## src/rtl/fft_pkg.sv

```systemverilog
// Shared FFT types and the elaboration-time quarter-wave twiddle helper.
package fft_pkg;

  typedef enum logic [0:0] {TW_IDLE = 1'b0, TW_RUN = 1'b1} tw_state_e;

  typedef enum logic [1:0] {QUAD_0 = 2'd0, QUAD_1 = 2'd1, QUAD_2 = 2'd2, QUAD_3 = 2'd3} quad_e;

  localparam real TW_PI = 3.14159265358979323846;

  // Quarter-wave entry: trunc_toward_zero(2^(w-2) * cos|sin(2*pi*r/n)).
  function automatic int twiddle_q(input int r, input int n, input int w, input bit is_sin);
    real ang;
    real mag;
    ang = 2.0 * TW_PI * real'(r) / real'(n);
    mag = is_sin ? $sin(ang) : $cos(ang);
    return $rtoi(mag * real'(1 << (w - 2)));
  endfunction

endpackage

```

## src/rtl/twiddle_qrom.sv

```systemverilog
// Registered dual-output quarter-wave ROM: r in, c[r] and s[r] out one cycle later.
module twiddle_qrom
  import fft_pkg::*;
#(
  parameter int unsigned N_POINTS = 32,
  parameter int unsigned W_WIDTH  = 9,
  parameter int unsigned R_W      = $clog2(N_POINTS) - 2
) (
  input  logic               clk,
  input  logic               rst,
  input  logic [R_W-1:0]     r_i,
  output logic [W_WIDTH-1:0] cos_o,
  output logic [W_WIDTH-1:0] sin_o
);

  localparam int unsigned DEPTH = N_POINTS / 4;

  logic [W_WIDTH-1:0] cos_tab [DEPTH];
  logic [W_WIDTH-1:0] sin_tab [DEPTH];

  for (genvar i = 0; i < DEPTH; i++) begin : g_tab
    assign cos_tab[i] = W_WIDTH'(twiddle_q(i, N_POINTS, W_WIDTH, 1'b0));
    assign sin_tab[i] = W_WIDTH'(twiddle_q(i, N_POINTS, W_WIDTH, 1'b1));
  end

  always_ff @(posedge clk) begin
    if (rst) begin
      cos_o <= '0;
      sin_o <= '0;
    end else begin
      cos_o <= cos_tab[r_i];
      sin_o <= sin_tab[r_i];
    end
  end

endmodule

```

## src/rtl/twiddle_gen.sv

```systemverilog
// Pipelined stage-strided twiddle generator (quarter-wave ROM + quadrant unfold).
// Define TWIDDLE_IFFT_EN to honour the inv input (conjugate output for inverse FFT).
module twiddle_gen
  import fft_pkg::*;
#(
  parameter int unsigned N_POINTS = 32,
  parameter int unsigned W_WIDTH  = 9,
  parameter int unsigned STG_W    = $clog2($clog2(N_POINTS))
) (
  input  logic                        clk,
  input  logic                        rst,
  input  logic                        start,
  input  logic [STG_W-1:0]            stage,
  input  logic                        advance,
  input  logic                        inv,
  output logic                        tw_valid,
  output logic signed [W_WIDTH-1:0]   tw_re,
  output logic signed [W_WIDTH-1:0]   tw_im,
  output logic [$clog2(N_POINTS)-1:0] tw_idx,
  output logic                        tw_last
);

  localparam int unsigned IDX_W = $clog2(N_POINTS);
  localparam int unsigned R_W   = IDX_W - 2;
  localparam int unsigned S_MAX = IDX_W - 2;

  localparam logic [0:0] IDLE = TW_IDLE;
  localparam logic [0:0] RUN  = TW_RUN;

  logic [0:0]       state_q, state_d;
  logic [IDX_W-1:0] n_q, n_d;
  logic [STG_W-1:0] s_q, s_d;

  logic             p1_vld_q, p1_vld_d;
  logic [R_W-1:0]   p1_r_q, p1_r_d;
  quad_e            p1_quad_q, p1_quad_d;
  logic             p1_last_q, p1_last_d;
  logic [IDX_W-1:0] p1_idx_q, p1_idx_d;
  logic             p1_inv_q, p1_inv_d;

  logic             p2_vld_q, p2_vld_d;
  quad_e            p2_quad_q, p2_quad_d;
  logic             p2_last_q, p2_last_d;
  logic [IDX_W-1:0] p2_idx_q, p2_idx_d;
  logic             p2_inv_q, p2_inv_d;

  logic [IDX_W-1:0] k_c;
  logic [IDX_W-1:0] n_max_c;

`ifndef TWIDDLE_IFFT_EN
  logic unused_inv;
  assign unused_inv = inv;
`endif

  // Sweep control and P1/P2 next-state.
  always_comb begin
    state_d   = state_q;
    n_d       = n_q;
    s_d       = s_q;
    p1_vld_d  = 1'b0;
    p1_r_d    = p1_r_q;
    p1_quad_d = p1_quad_q;
    p1_last_d = p1_last_q;
    p1_idx_d  = p1_idx_q;
    p1_inv_d  = p1_inv_q;
    k_c       = n_q << s_q;
    n_max_c   = IDX_W'((N_POINTS >> (32'(s_q) + 32'd1)) - 32'd1);

    if (start) begin
      state_d = RUN;
      n_d     = '0;
      s_d     = (32'(stage) > S_MAX) ? STG_W'(S_MAX) : stage;
    end else if (state_q == RUN && advance) begin
      p1_vld_d  = 1'b1;
      p1_r_d    = k_c[R_W-1:0];
      p1_quad_d = quad_e'(k_c[IDX_W-1 -: 2]);
      p1_last_d = (n_q == n_max_c);
      p1_idx_d  = k_c;
`ifdef TWIDDLE_IFFT_EN
      p1_inv_d  = inv;
`else
      p1_inv_d  = 1'b0;
`endif
      n_d       = (n_q == n_max_c) ? '0 : n_q + 1'b1;
    end

    p2_vld_d  = p1_vld_q;
    p2_quad_d = p1_quad_q;
    p2_last_d = p1_vld_q & p1_last_q;
    p2_idx_d  = p1_idx_q;
    p2_inv_d  = p1_inv_q;
  end

  always_ff @(posedge clk) begin
    if (rst) begin
      state_q   <= IDLE;
      n_q       <= '0;
      s_q       <= '0;
      p1_vld_q  <= 1'b0;
      p1_r_q    <= '0;
      p1_quad_q <= QUAD_0;
      p1_last_q <= 1'b0;
      p1_idx_q  <= '0;
      p1_inv_q  <= 1'b0;
      p2_vld_q  <= 1'b0;
      p2_quad_q <= QUAD_0;
      p2_last_q <= 1'b0;
      p2_idx_q  <= '0;
      p2_inv_q  <= 1'b0;
    end else begin
      state_q   <= state_d;
      n_q       <= n_d;
      s_q       <= s_d;
      p1_vld_q  <= p1_vld_d;
      p1_r_q    <= p1_r_d;
      p1_quad_q <= p1_quad_d;
      p1_last_q <= p1_last_d;
      p1_idx_q  <= p1_idx_d;
      p1_inv_q  <= p1_inv_d;
      p2_vld_q  <= p2_vld_d;
      p2_quad_q <= p2_quad_d;
      p2_last_q <= p2_last_d;
      p2_idx_q  <= p2_idx_d;
      p2_inv_q  <= p2_inv_d;
    end
  end

  logic [W_WIDTH-1:0] rom_cos, rom_sin;

  twiddle_qrom #(
    .N_POINTS (N_POINTS),
    .W_WIDTH  (W_WIDTH),
    .R_W      (R_W)
  ) u_qrom (
    .clk   (clk),
    .rst   (rst),
    .r_i   (p1_r_q),
    .cos_o (rom_cos),
    .sin_o (rom_sin)
  );

  logic signed [W_WIDTH-1:0] cos_v, sin_v;
  assign cos_v = signed'(rom_cos);
  assign sin_v = signed'(rom_sin);

  // Quadrant unfold; magnitudes never exceed 2^(W-2) so negation cannot overflow.
  always_comb begin
    tw_re = '0;
    tw_im = '0;
    case (p2_quad_q)
      QUAD_0: begin tw_re =  cos_v; tw_im = -sin_v; end
      QUAD_1: begin tw_re = -sin_v; tw_im = -cos_v; end
      QUAD_2: begin tw_re = -cos_v; tw_im =  sin_v; end
      QUAD_3: begin tw_re =  sin_v; tw_im =  cos_v; end
    endcase
    if (p2_inv_q) tw_im = -tw_im;
  end

  assign tw_valid = p2_vld_q;
  assign tw_idx   = p2_idx_q;
  assign tw_last  = p2_last_q;

endmodule

```

## config.mk

```make
export PLATFORM = sky130hd
export DESIGN_NAME = twiddle_gen
export DESIGN_NICKNAME = d
export VERILOG_FILES = /design/src/rtl/fft_pkg.sv /design/src/rtl/twiddle_qrom.sv /design/src/rtl/twiddle_gen.sv
export SDC_FILE = /design/constraint.sdc
export NUM_CORES = 1
export LEC_CHECK = 0
export CAP_MARGIN = 0
export CORE_ASPECT_RATIO = 2
export CORE_MARGIN = 2
export CORE_UTILIZATION = 50
export DETAILED_ROUTE_END_ITERATION = 6
export DONT_BUFFER_PORTS = 1
export PLACE_DENSITY = 0.65
export SLEW_MARGIN = 20
export SYNTH_ARGS = -nofsm -noshare
export SYNTH_HDL_FRONTEND = slang
export SYNTH_SLANG_ARGS = --single-unit
```

## constraint.sdc

```tcl
create_clock -name clk -period 5.28 [get_ports clk]
set_input_delay 1.584 -clock clk [delete_from_list [all_inputs] [get_ports clk]]
set_output_delay 1.584 -clock clk [all_outputs]
set_load 0.02 [all_outputs]
```

; ---- Word-level counts from Yosys, hierarchy flattened
; Memory sizes are Yosys's and may differ from the RTL's. A register that Yosys moved wholly into a read port is not among the register bits.
; Index checks and enable logic that the tools add are counted.
[word_totals]
out_inout_bits = 25
mem_bits_ro = 144
register_bits = 30
ram_bits = 0
latch_bits = 0
inputBits = 8
mem_count = 2
[op_classes]
n_eq_ne = 4
multipliers = 0
addsub = 5
muxes = 5
n_div = 0
shift = 2
magnitude_cmp = 1
n_reduce_logical = 4
bitwise_logic = 3
[mem_list]
columns = memory, depth, word_bits, read_ports, rd_ports_with_merged_regs, wr, line
row1 = (name not given), 8, 9, 1, 1, 0, twiddle_qrom.sv:31  ; cos_o <= cos_tab[r_i];
row2 = (name not given), 8, 9, 1, 1, 0, twiddle_qrom.sv:32  ; sin_o <= sin_tab[r_i];
[op_table]
columns = cell, count
row1 = 9-bit one-hot mux with 4 select lines, 2
row2 = 9-bit negator, 2
row3 = "6-bit by 4-bit >> shifter with 5-bit output, first input constant", 1
row4 = "5-bit by 1-bit adder with 5-bit output, second input constant", 1
row5 = 5-bit equality test, 1
row6 = 5-bit two-way mux, 1
row7 = 5-bit by 3-bit left shift with 5-bit output, 1
row8 = "5-bit by 1-bit subtractor with 5-bit output, second input constant", 1
row9 = "3-bit by 1-bit adder with 4-bit output, second input constant", 1
row10 = "2-bit equality test, second input constant", 2
row11 = 3-bit inverter with 4-bit output, 1
row12 = "3-bit by 2-bit greater-than comparator with 1-bit output, second input constant", 1
row13 = 3-bit two-way mux, 1
row14 = "2-bit by 1-bit equality test with 1-bit output, second input constant", 1
row15 = 2-bit zero test, 1
row16 = 2-bit AND reduction, 1
row17 = 2-bit OR reduction, 1
row18 = 1-bit AND, 1
row19 = 1-bit logical AND, 1
row20 = 1-bit two-way mux, 1
row21 = 1-bit inverter, 1

; ---- Logic depth before layout (Yosys ltp)
; Gate-level depths: netlist of the first run.
[logic_depth]
ltp_word = 5
depth_mapped = 8
depth_no_buf = 7

; ---- Cells and area by module
; From an unflattened synthesis of the first run, not the netlist that was laid out.
[unflattened]
hier_cells = 299
area_unflattened_um2 = 2461.1
[by_module_without_submodules]
columns = mod, cells_per_inst, area_per_inst_um2, seq_area_each_um2, n_inst
row1 = twiddle_gen, 243, 1856.8, 460.4, 1
row2 = twiddle_qrom, 56, 604.3, 280.3, 1

; ---- Worst setup path after synthesis of the first run
; OpenSTA, ideal clock, no wires.
[synth_path]
path_kind = reg2out
start = reg u_qrom.cos_o[0]
end = out tw_im[6]
slack_ps = 2137
arrival_time_ps = 1559
stages_incl_launch_ff = 7
path_buffers = 0
t_required_ps = 3696
path_cell_list = dfxtp_1 inv_1 ha_1 nor3b_1 a21oi_1 xnor2_1 mux2i_1
[synth_between]
elab_chain_len = 2
[synth_rtl]
columns = item, line
row1 = start: declaration, twiddle_qrom.sv:12  ; output logic [W_WIDTH-1:0] cos_o,
row2 = 9-bit negator, twiddle_gen.sv:152  ; QUAD_1: begin tw_re = -sin_v; tw_im = -cos_v; end
row3 = 9-bit one-hot mux with 4 select lines, twiddle_gen.sv:150  ; case (p2_quad_q)
row4 = end: declaration, twiddle_gen.sv:18  ; output logic signed [W_WIDTH-1:0] tw_im,
; Every way passes these cells.

; ---- Worst setup path after layout of the first run
; Same ends and word-level chain as after synthesis.

==> impl_results.html, run 1 <==
<table>
<tr><th>Metric</th><th>Value</th></tr>
<tr><th colspan="2">Run status</th></tr>
<tr><td>Outcome</td><td>finished, final reports clean</td></tr>
<tr><th colspan="2">Clock network</th></tr>
<tr><td>Number of buffers inserted during clock tree synthesis</td><td>5</td></tr>
<tr><td>Number of gates given a new drive strength after cts</td><td>0</td></tr>
<tr><td>CTS Hold Bufs</td><td>0</td></tr>
<tr><td>Clock latency of the later-clocked register in the worst-skew pair</td><td>0.28 ns</td></tr>
<tr><td>Number of post-CTS setup repair buffers</td><td>0</td></tr>
<tr><td>Clk pin slew, worst setup/hold paths</td><td>0.07 ns</td></tr>
<tr><td>TritonCTS clock tree</td><td>built</td></tr>
<tr><td>Master cell of the clock root buffer</td><td>clkbuf_8</td></tr>
<tr><td>Count of H-tree levels built during CTS</td><td>2</td></tr>
<tr><td>Total clock sinks</td><td>37</td></tr>
<tr><td>Maximum clock insertion buffer count</td><td>2</td></tr>
<tr><th colspan="2">Yosys</th></tr>
<tr><td>Sequential fraction of the synthesis area</td><td>32.4%</td></tr>
<tr><td>Total nets after synthesis</td><td>284</td></tr>
<tr><td>Yosys warns</td><td>0</td></tr>
<tr><td>Avg Synthesized Cell Area</td><td>8.62 µm²</td></tr>
<tr><td>Number of enable-type register cells in the synthesized netlist</td><td>0</td></tr>
<tr><td>Ys flop type</td><td>dfxtp_1</td></tr>
<tr><td>Count of unique library cells instantiated by Yosys</td><td>50</td></tr>
<tr><td>Async set-or-reset flop fraction in the synthesized netlist</td><td>0%</td></tr>
<tr><td>Cell area after synthesis</td><td>2280 µm²</td></tr>
<tr><td>Syn Inst Count</td><td>265</td></tr>
<tr><td>Number of synthesized register bits</td><td>37</td></tr>
<tr><th colspan="2">Critical path</th></tr>
<tr><td>Kind of launch point of the worst setup path</td><td>flip-flop</td></tr>
<tr><td>CP Class</td><td>flip-flop to output port</td></tr>
<tr><td>Worst R2R Setup Slack</td><td>2.95 ns</td></tr>
<tr><td>Required time worst endpoint</td><td>3.70 ns</td></tr>
<tr><td>CP max FO</td><td>5</td></tr>
<tr><td>Critical R2R Capture</td><td>n_q[0]</td></tr>
<tr><td>Critical Path Sink Type</td><td>output port</td></tr>
<tr><td>Source of the worst register-to-register timing path</td><td>s_q[1]</td></tr>
<tr><td>Worst-case reg-to-reg path depth</td><td>7</td></tr>
<tr><td>Arrival time at the worst endpoint</td><td>2.17 ns</td></tr>
<tr><th colspan="2">Placed design</th></tr>
<tr><td>Post-DP HPWL</td><td>3.68 mm</td></tr>
<tr><td>Final estimated routing congestion in global placement</td><td>0.832</td></tr>
<tr><td>Placed cell count</td><td>304</td></tr>
<tr><td>Number of port buffers</td><td>0</td></tr>
<tr><td>Worst Setup Slack post-DPL</td><td>1.80 ns</td></tr>
<tr><th colspan="2">Job</th></tr>
<tr><td>Max_cap viols</td><td>0</td></tr>
<tr><th colspan="2">STA</th></tr>
<tr><td>Post-route setup TNS</td><td>0 ns</td></tr>
<tr><td>Post-route clock period utilization</td><td>71.1%</td></tr>
<tr><td>Final worst setup slack</td><td>1.53 ns</td></tr>
<tr><td>Setup repair after global routing missed its margin</td><td>false</td></tr>
<tr><td>Clock tree skew after final layout</td><td>0.00278 ns</td></tr>
<tr><td>Slew Limit Fails</td><td>0</td></tr>
<tr><td>Hold Worst Slack</td><td>0.453 ns</td></tr>
<tr><td>Final Hold Vio Count</td><td>0</td></tr>
<tr><td>Highest clock rate</td><td>266 MHz</td></tr>
<tr><td>Normalized max-slew margin</td><td>52.4%</td></tr>
<tr><td>Crit path time final</td><td>3.75 ns</td></tr>
<tr><td>Number of setup violations in the final report</td><td>0</td></tr>
<tr><td>Slew at the pin closest to its max-slew limit</td><td>0.709 ns</td></tr>
<tr><th colspan="2">Floorplanning</th></tr>
<tr><td>Row count</td><td>34</td></tr>
<tr><td>Core ar.</td><td>4380 µm²</td></tr>
<tr><td>I/O pins</td><td>33</td></tr>
<tr><td>Area enclosed by the die boundary</td><td>5160 µm²</td></tr>
<tr><td>Width of the chip</td><td>51.8 µm</td></tr>
<tr><td>Vert. Die Dim</td><td>99.6 µm</td></tr>
<tr><td>Starting density of the core</td><td>52.1%</td></tr>
<tr><th colspan="2">Layout</th></tr>
<tr><td>Number of antenna diodes</td><td>0</td></tr>
<tr><td>Final Net Count</td><td>276</td></tr>
<tr><td>Area Overhead vs Synth</td><td>2.74%</td></tr>
<tr><td>Fraction of final layout cells with drive strength greater than 1</td><td>9.30%</td></tr>
<tr><td>Final cell count without fillers</td><td>312</td></tr>
<tr><th colspan="2">Detailed routing</th></tr>
<tr><td>Via count normalized by instance count</td><td>5.70</td></tr>
<tr><td>Wire length after detailed routing</td><td>4.77 mm</td></tr>
<tr><td>DRT antenna net count</td><td>0</td></tr>
<tr><td>DRC violations left</td><td>0</td></tr>
<tr><td>TritonRoute pass-1 iters</td><td>4</td></tr>
<tr><td>Violation count after the first detailed-routing iteration</td><td>30</td></tr>
<tr><td>Avg WL per Cell</td><td>15.3 µm</td></tr>
<tr><td>Routed vias</td><td>1778</td></tr>
<tr><th colspan="2">Global routing</th></tr>
<tr><td>Wire length of the first global-routing pass</td><td>7.66 mm</td></tr>
<tr><td>Antenna violations before repair</td><td>0</td></tr>
<tr><td>Grt ovf</td><td>0</td></tr>
<tr><td>GRT Total Usage</td><td>19.5%</td></tr>
<tr><td>Number of global-route vias before repair</td><td>1683</td></tr>
<tr><td>Pin count of the biggest net entering global routing</td><td>28</td></tr>
<tr><th colspan="2">Pwr</th></tr>
<tr><td>Lkg Pwr</td><td>0.888 nW</td></tr>
<tr><td>Final total power</td><td>504 µW</td></tr>
<tr><td>Power density over the cells</td><td>215 nW/µm²</td></tr>
<tr><td>Peak ir drop on the vdd network</td><td>140 µV</td></tr>
<tr><th colspan="2">Min path</th></tr>
<tr><td>Hold Path End</td><td>tw_last</td></tr>
<tr><td>Worst hold path depth</td><td>1</td></tr>
<tr><td>Hold Crit Class</td><td>flip-flop to flip-flop</td></tr>
<tr><td>Start point of the worst hold path</td><td>p1_last_q</td></tr>
</table>
registers in the layout, summed over array words and instances, names as in the netlist, 2 cells and up:
register	flops
n_q	5
p1_quad_q	2
p1_r_q	2
p2_quad_q	2
s_q	3
tw_idx	3
u_qrom.cos_o	8
u_qrom.sin_o	6
Yosys cell counts (2+ instances only):
library cell	count	area share, %
nor3_1	6	1.3
and2_1	3	0.82
mux2i_1	10	4.4
a211oi_1	6	2.0
o21ai_0	10	2.2
mux2_2	2	0.99
mux4_2	2	2.0
nand3_1	6	1.3
xor2_1	5	1.9
buf_1	2	0.33
clkbuf_1	4	0.66
o21bai_1	3	0.99
and3_1	2	0.55
a31oi_1	5	1.4
nor2_1	30	4.9
xnor2_1	12	4.6
o31ai_1	2	0.66
nor2b_1	8	2.2
or3_1	2	0.55
o21a_1	4	1.3
ha_1	11	6.0
inv_1	9	1.5
and2b_2	2	0.77
dfxtp_1	37	32
buf_6	4	2.0
o22ai_1	3	0.82
nand2_1	21	3.5
nor3b_1	3	0.99
nand2b_1	5	1.4
a21oi_1	16	3.5
buf_2	6	1.3
o211ai_1	6	2.0
cells in the final DEF, fill, tap and decap left out, types with 2 or more instances in the layout:
master,Yosys,final
dfxtp_1,37,37
nor2_1,30,30
nand2_1,21,21
a21oi_1,16,16
xnor2_1,12,12
ha_1,11,11
mux2i_1,10,10
o21ai_0,10,10
inv_1,9,9
nor2b_1,8,8
nor3_1,6,6
a211oi_1,6,6
nand3_1,6,6
o211ai_1,6,6
nand2b_1,5,5
xor2_1,5,5
a31oi_1,5,5
clkbuf_8,0,5
o21a_1,4,4
nor3b_1,3,3
o22ai_1,3,3
o21bai_1,3,3
and2_1,3,3
o31ai_1,2,2
and2b_2,2,2
mux4_2,2,2
mux2_2,2,2
and3_1,2,2
or3_1,2,2
clkinv_2,0,2
buf_4,0,2
final cells by class:
cell class	count	area (µm²)
clock buffer	6	72.6
clock inverter	2	10.0
fill	422	2030
inverter	10	37.5
multi-input combinational	201	1400
sequential	37	741
tap	54	67.6
timing repair buffer	2	15.0
where the power goes:
group	total (mW)	switching (mW)	internal, mW
clock	0.184	0.0925	0.0914
sequential	0.290	0.00833	0.282
combinational	0.0296	0.0166	0.0130
worst max-delay path, stage by stage (launching register included):
cell     delay (ns)
dfxtp_1        0.34
inv_1          0.08
ha_1           0.19
nor3b_1        0.56
a21oi_1        0.17
xnor2_1        0.16
mux2i_1        0.40
per-stage QoR:
step | instance area [µm²] | utilization, %
6_report | 2350 | 53.6
5_1_grt | 2350 | 53.6
4_1_cts | 2350 | 53.6
3_5_place_dp | 2260 | 51.7
3_3_place_gp | 2260 | 51.7
2_1_floorplan | 2280 | -
logic make-up after synthesis:
| logic type | share of synthesized area [%] |
|---|---|
| XOR/XNOR | 7.23 |
| buffers and inverters | 6.13 |
| flip-flops | 32.4 |
| AO/OA/AOI/OAI | 18.9 |
| AND/OR/NAND/NOR | 21.5 |
| adder cells (fa/ha/maj) | 6.02 |
| multiplexers | 7.83 |
worst max path at each step:
stage / start / cells past startpoint / end
detailed placement: u_qrom.cos_o[1] / 6 / tw_re[6]
global placement: u_qrom.cos_o[0] / 6 / tw_im[6]
floorplan: u_qrom.cos_o[0] / 6 / tw_im[6]
finish: u_qrom.cos_o[0] / 6 / tw_im[6]
global route: u_qrom.cos_o[0] / 6 / tw_im[6]
CTS: u_qrom.cos_o[1] / 6 / tw_re[6]
layer usage:
| layer | wire (µm) | track usage, % |
|---|---|---|
| met2 | 2890 | 39.6 |
| met4 | 162 | 11.5 |
| met5 | 0 | 0 |
| met1 | 1640 | 16.4 |
| met3 | 74 | 2.40 |
(Power assumes the default switching activity.)
==> inputs of run 2 (changes only) <==
--- a/config.mk
+++ b/config.mk
@@ -5,6 +5,7 @@
 export SDC_FILE = /design/constraint.sdc
 export NUM_CORES = 1
 export LEC_CHECK = 0
+export ABC_AREA = 1
 export CAP_MARGIN = 0
 export CORE_ASPECT_RATIO = 2
 export CORE_MARGIN = 2
==> constraint.sdc (replaced) <==
create_clock -name clk -period 3.75 [get_ports clk]
set_input_delay 1.125 -clock clk [delete_from_list [all_inputs] [get_ports clk]]
set_output_delay 1.125 -clock clk [all_outputs]
set_load 0.02 [all_outputs]
==> run 2 against run 1 <==
Critical endpoint is now tw_re[3]; largest cell class unchanged; synthesized cell count rose by 22%; via count rose by 13%; die area fell by 3.2%; area after synthesis fell by 3.4%; sequential power rose by 42%; global-route usage rose by 2.9 points; flip-flop and latch count did not move; count of clock-buffer cells in the layout fell by 1.
==> impl_results.html, run 2 <==
<table>
<tr><th>Metric</th><th>Value</th></tr>
<tr><th colspan="2">Global routing</th></tr>
<tr><td>Routing usage on met1</td><td>17.5%</td></tr>
<tr><td>Antenna violations before repair</td><td>0</td></tr>
<tr><td>Met2 track utilization from global routing</td><td>47.7%</td></tr>
<tr><td>GRT Total Usage</td><td>22.4%</td></tr>
<tr><td>Met3 global-route usage</td><td>1.99%</td></tr>
<tr><td>Gr busiest metal</td><td>met2</td></tr>
<tr><td>Number of global-route vias before repair</td><td>1858</td></tr>
<tr><td>Wire length of the first global-routing pass</td><td>8.36 mm</td></tr>
<tr><td>Grt ovf</td><td>0</td></tr>
<tr><td>Pin count of the biggest net entering global routing</td><td>18</td></tr>
<tr><th colspan="2">STA</th></tr>
<tr><td>Post-route clock period utilization</td><td>81.2%</td></tr>
<tr><td>Crit path time final</td><td>3.05 ns</td></tr>
<tr><td>Clock tree skew after final layout</td><td>0.00671 ns</td></tr>
<tr><td>Hold Worst Slack</td><td>0.425 ns</td></tr>
<tr><td>Slew Limit Fails</td><td>0</td></tr>
<tr><td>Number of setup violations in the final report</td><td>0</td></tr>
<tr><td>Setup repair after global routing missed its margin</td><td>false</td></tr>
<tr><td>Highest clock rate</td><td>328 MHz</td></tr>
<tr><td>Post-route setup TNS</td><td>0 ns</td></tr>
<tr><td>Normalized max-slew margin</td><td>57.4%</td></tr>
<tr><td>Slew at the pin closest to its max-slew limit</td><td>0.633 ns</td></tr>
<tr><td>Final Hold Vio Count</td><td>0</td></tr>
<tr><th colspan="2">Floorplanning</th></tr>
<tr><td>Width of the chip</td><td>51.0 µm</td></tr>
<tr><td>Core ar.</td><td>4300 µm²</td></tr>
<tr><td>Row count</td><td>34</td></tr>
<tr><td>Starting density of the core</td><td>51.4%</td></tr>
<tr><td>I/O pins</td><td>33</td></tr>
<tr><td>Vert. Die Dim</td><td>98.0 µm</td></tr>
<tr><td>Area enclosed by the die boundary</td><td>4990 µm²</td></tr>
<tr><th colspan="2">Clock network</th></tr>
<tr><td>Clk pin slew, worst setup/hold paths</td><td>0.07 ns</td></tr>
<tr><td>Clock latency of the later-clocked register in the worst-skew pair</td><td>0.29 ns</td></tr>
<tr><td>Maximum clock insertion buffer count</td><td>2</td></tr>
<tr><td>Master cell of the clock root buffer</td><td>clkbuf_8</td></tr>
<tr><td>Count of H-tree levels built during CTS</td><td>2</td></tr>
<tr><td>Total clock sinks</td><td>37</td></tr>
<tr><td>CTS Hold Bufs</td><td>0</td></tr>
<tr><td>Number of gates given a new drive strength after cts</td><td>0</td></tr>
<tr><td>TritonCTS clock tree</td><td>built</td></tr>
<tr><td>Number of post-CTS setup repair buffers</td><td>0</td></tr>
<tr><td>Number of buffers inserted during clock tree synthesis</td><td>5</td></tr>
<tr><th colspan="2">Layout</th></tr>
<tr><td>Number of antenna diodes</td><td>0</td></tr>
<tr><td>Register name with the most flops</td><td>u_qrom.cos_o</td></tr>
<tr><td>Largest regs</td><td>u_qrom.cos_o: 8 flops, u_qrom.sin_o: 6 flops, n_q: 5 flops</td></tr>
<tr><td>Area of combinational cells with multiple inputs</td><td>1210 µm²</td></tr>
<tr><td>Flip-flop count of the largest register, all copies and words added</td><td>8</td></tr>
<tr><td>Final Net Count</td><td>343</td></tr>
<tr><td>Area Overhead vs Synth</td><td>5.05%</td></tr>
<tr><td>FF/Latch Area</td><td>741 µm²</td></tr>
<tr><td># fillers</td><td>455</td></tr>
<tr><td>Fraction of final layout cells with drive strength greater than 1</td><td>8.62%</td></tr>
<tr><td>Most used cells in the layout excluding fill and tap cells</td><td>nand2_1, inv_1, dfxtp_1</td></tr>
<tr><td>Leading cell type in the layout, fill and taps excluded</td><td>nand2_1</td></tr>
<tr><th colspan="2">Yosys</th></tr>
<tr><td>Most common cell in the synthesized netlist</td><td>nand2_1</td></tr>
<tr><td>Yosys warns</td><td>0</td></tr>
<tr><td>Sequential fraction of the synthesis area</td><td>33.6%</td></tr>
<tr><td>Synth cell count leaders</td><td>nand2_1, inv_1, dfxtp_1</td></tr>
<tr><td>Total nets after synthesis</td><td>343</td></tr>
<tr><td>Number of synthesized register bits</td><td>37</td></tr>
<tr><td>Post-synth top area share</td><td>33.6%</td></tr>
<tr><td>Number of enable-type register cells in the synthesized netlist</td><td>0</td></tr>
<tr><td>Async set-or-reset flop fraction in the synthesized netlist</td><td>0%</td></tr>
<tr><td>Ys flop type</td><td>dfxtp_1</td></tr>
<tr><td>Cell area after synthesis</td><td>2210 µm²</td></tr>
<tr><td>Syn Inst Count</td><td>324</td></tr>
<tr><td>Main area contributors after synthesis</td><td>dfxtp_1, nand2_1, inv_1</td></tr>
<tr><td>Avg Synthesized Cell Area</td><td>6.81 µm²</td></tr>
<tr><td>Cell accounting for the most synthesized area</td><td>dfxtp_1</td></tr>
<tr><td>Count of unique library cells instantiated by Yosys</td><td>35</td></tr>
<tr><th colspan="2">Detailed routing</th></tr>
<tr><td>Via count normalized by instance count</td><td>5.31</td></tr>
<tr><td>Wire length after detailed routing</td><td>5.31 mm</td></tr>
<tr><td>Violation count after the first detailed-routing iteration</td><td>64</td></tr>
<tr><td>TritonRoute pass-1 iters</td><td>4</td></tr>
<tr><td>DRT antenna net count</td><td>0</td></tr>
<tr><td>Avg WL per Cell</td><td>14.0 µm</td></tr>
<tr><td>Routed vias</td><td>2011</td></tr>
<tr><td>DRC violations left</td><td>0</td></tr>
<tr><th colspan="2">Min path</th></tr>
<tr><td>Worst hold path depth</td><td>2</td></tr>
<tr><td>Hold Path End</td><td>tw_valid</td></tr>
<tr><td>Start point of the worst hold path</td><td>p1_vld_q</td></tr>
<tr><td>Hold Crit Class</td><td>flip-flop to flip-flop</td></tr>
<tr><th colspan="2">Critical path</th></tr>
<tr><td>Source of the worst register-to-register timing path</td><td>s_q[0]</td></tr>
<tr><td>CP Class</td><td>flip-flop to output port</td></tr>
<tr><td>Crit-path cells</td><td>nand2_1 -&gt; inv_2 -&gt; nand3_1 -&gt; o2111ai_1</td></tr>
<tr><td>Required time worst endpoint</td><td>2.62 ns</td></tr>
<tr><td>Arrival time at the worst endpoint</td><td>1.92 ns</td></tr>
<tr><td>CP max FO</td><td>9</td></tr>
<tr><td>Kind of launch point of the worst setup path</td><td>flip-flop</td></tr>
<tr><td>Critical Path Sink Type</td><td>output port</td></tr>
<tr><td>Worst-case reg-to-reg path depth</td><td>13</td></tr>
<tr><td>Slowest stage cell, crit path</td><td>dfxtp_1</td></tr>
<tr><td>Critical R2R Capture</td><td>n_q[2]</td></tr>
<tr><td>Worst R2R Setup Slack</td><td>1.83 ns</td></tr>
<tr><td>Delay of the slowest critical-path stage</td><td>0.66 ns</td></tr>
<tr><th colspan="2">Pwr</th></tr>
<tr><td>Power density over the cells</td><td>325 nW/µm²</td></tr>
<tr><td>Lkg Pwr</td><td>1.04 nW</td></tr>
<tr><td>Peak ir drop on the vdd network</td><td>240 µV</td></tr>
<tr><th colspan="2">Placed design</th></tr>
<tr><td>Post-DP HPWL</td><td>4.31 mm</td></tr>
<tr><td>Number of port buffers</td><td>0</td></tr>
<tr><td>Final estimated routing congestion in global placement</td><td>0.861</td></tr>
<tr><th colspan="2">Run status</th></tr>
<tr><td>Outcome</td><td>finished, final reports clean</td></tr>
<tr><th colspan="2">Job</th></tr>
<tr><td>Max_cap viols</td><td>0</td></tr>
</table>
[run 2: cells by family (layout without fill, tap and decap cells)]
family          after synthesis  after routing  share of synthesized area (%)
buf+inv                      62             63                           11.4
simple gates                152            152                           30.8
flops                        37             37                           33.6
compound gates               53             53                           14.4
xor+xnor                      9              9                           3.57
fa+ha+maj                    11             11                           6.24
[run 2: worst max-delay path by stage]
stage / from / endpoint / slack [ns]
3_3_place_gp: p2_quad_q[0] / tw_re[1] / 1.02
4_1_cts: p2_quad_q[0] / tw_re[1] / 0.69
5_1_grt: p2_quad_q[0] / tw_re[3] / 0.60
2_1_floorplan: p2_quad_q[0] / tw_im[2] / 1.31
3_5_place_dp: p2_quad_q[0] / tw_re[1] / 1.01
6_report: p2_quad_q[0] / tw_re[3] / 0.70
[run 2: final cells by class]
class,instances,area share (%)
clock inverters,3,0.756
well taps,54,2.91
multi-input cells,225,52.4
flip-flops and latches,37,31.9
clock buffers,5,2.97
inverters,55,9.01
[run 2: report_power, final]
group          internal, mW  switching, mW  leakage [nW]
Sequential            0.400         0.0128         0.300
Clock                 0.128          0.144        0.0439
Combinational        0.0225         0.0467         0.697
Total                 0.551          0.203          1.04
[run 2: metrics by stage]
step	cells	worst slack, ns	power [mW]	cell area, µm²	utilization (%)
global placement	371	1.02	0.490	2230	52.0
global route	379	0.595	0.788	2320	54.0
detailed placement	371	1.01	0.491	2230	52.0
finish	379	0.703	0.754	2320	54.0
CTS	379	0.694	0.758	2320	54.0
floorplan	324	1.31	0.481	2210	-
[run 2: metal layers]
metal  share of wire [%]  wire (µm)  vias to the layer above
met5                   0          0                        -
met4                 3.9        206                        0
met3                 2.1        112                       14
met2                  62       3280                       38
met1                  32       1710                      910
li1                    -          -                     1049
[run 2: critical path, delay by kind of cell, from the launching register on]
kind	cells	cell delay (ns)
flops	1	0.66
simple gates	2	0.46
buf+inv	1	0.27
compound gates	1	0.24
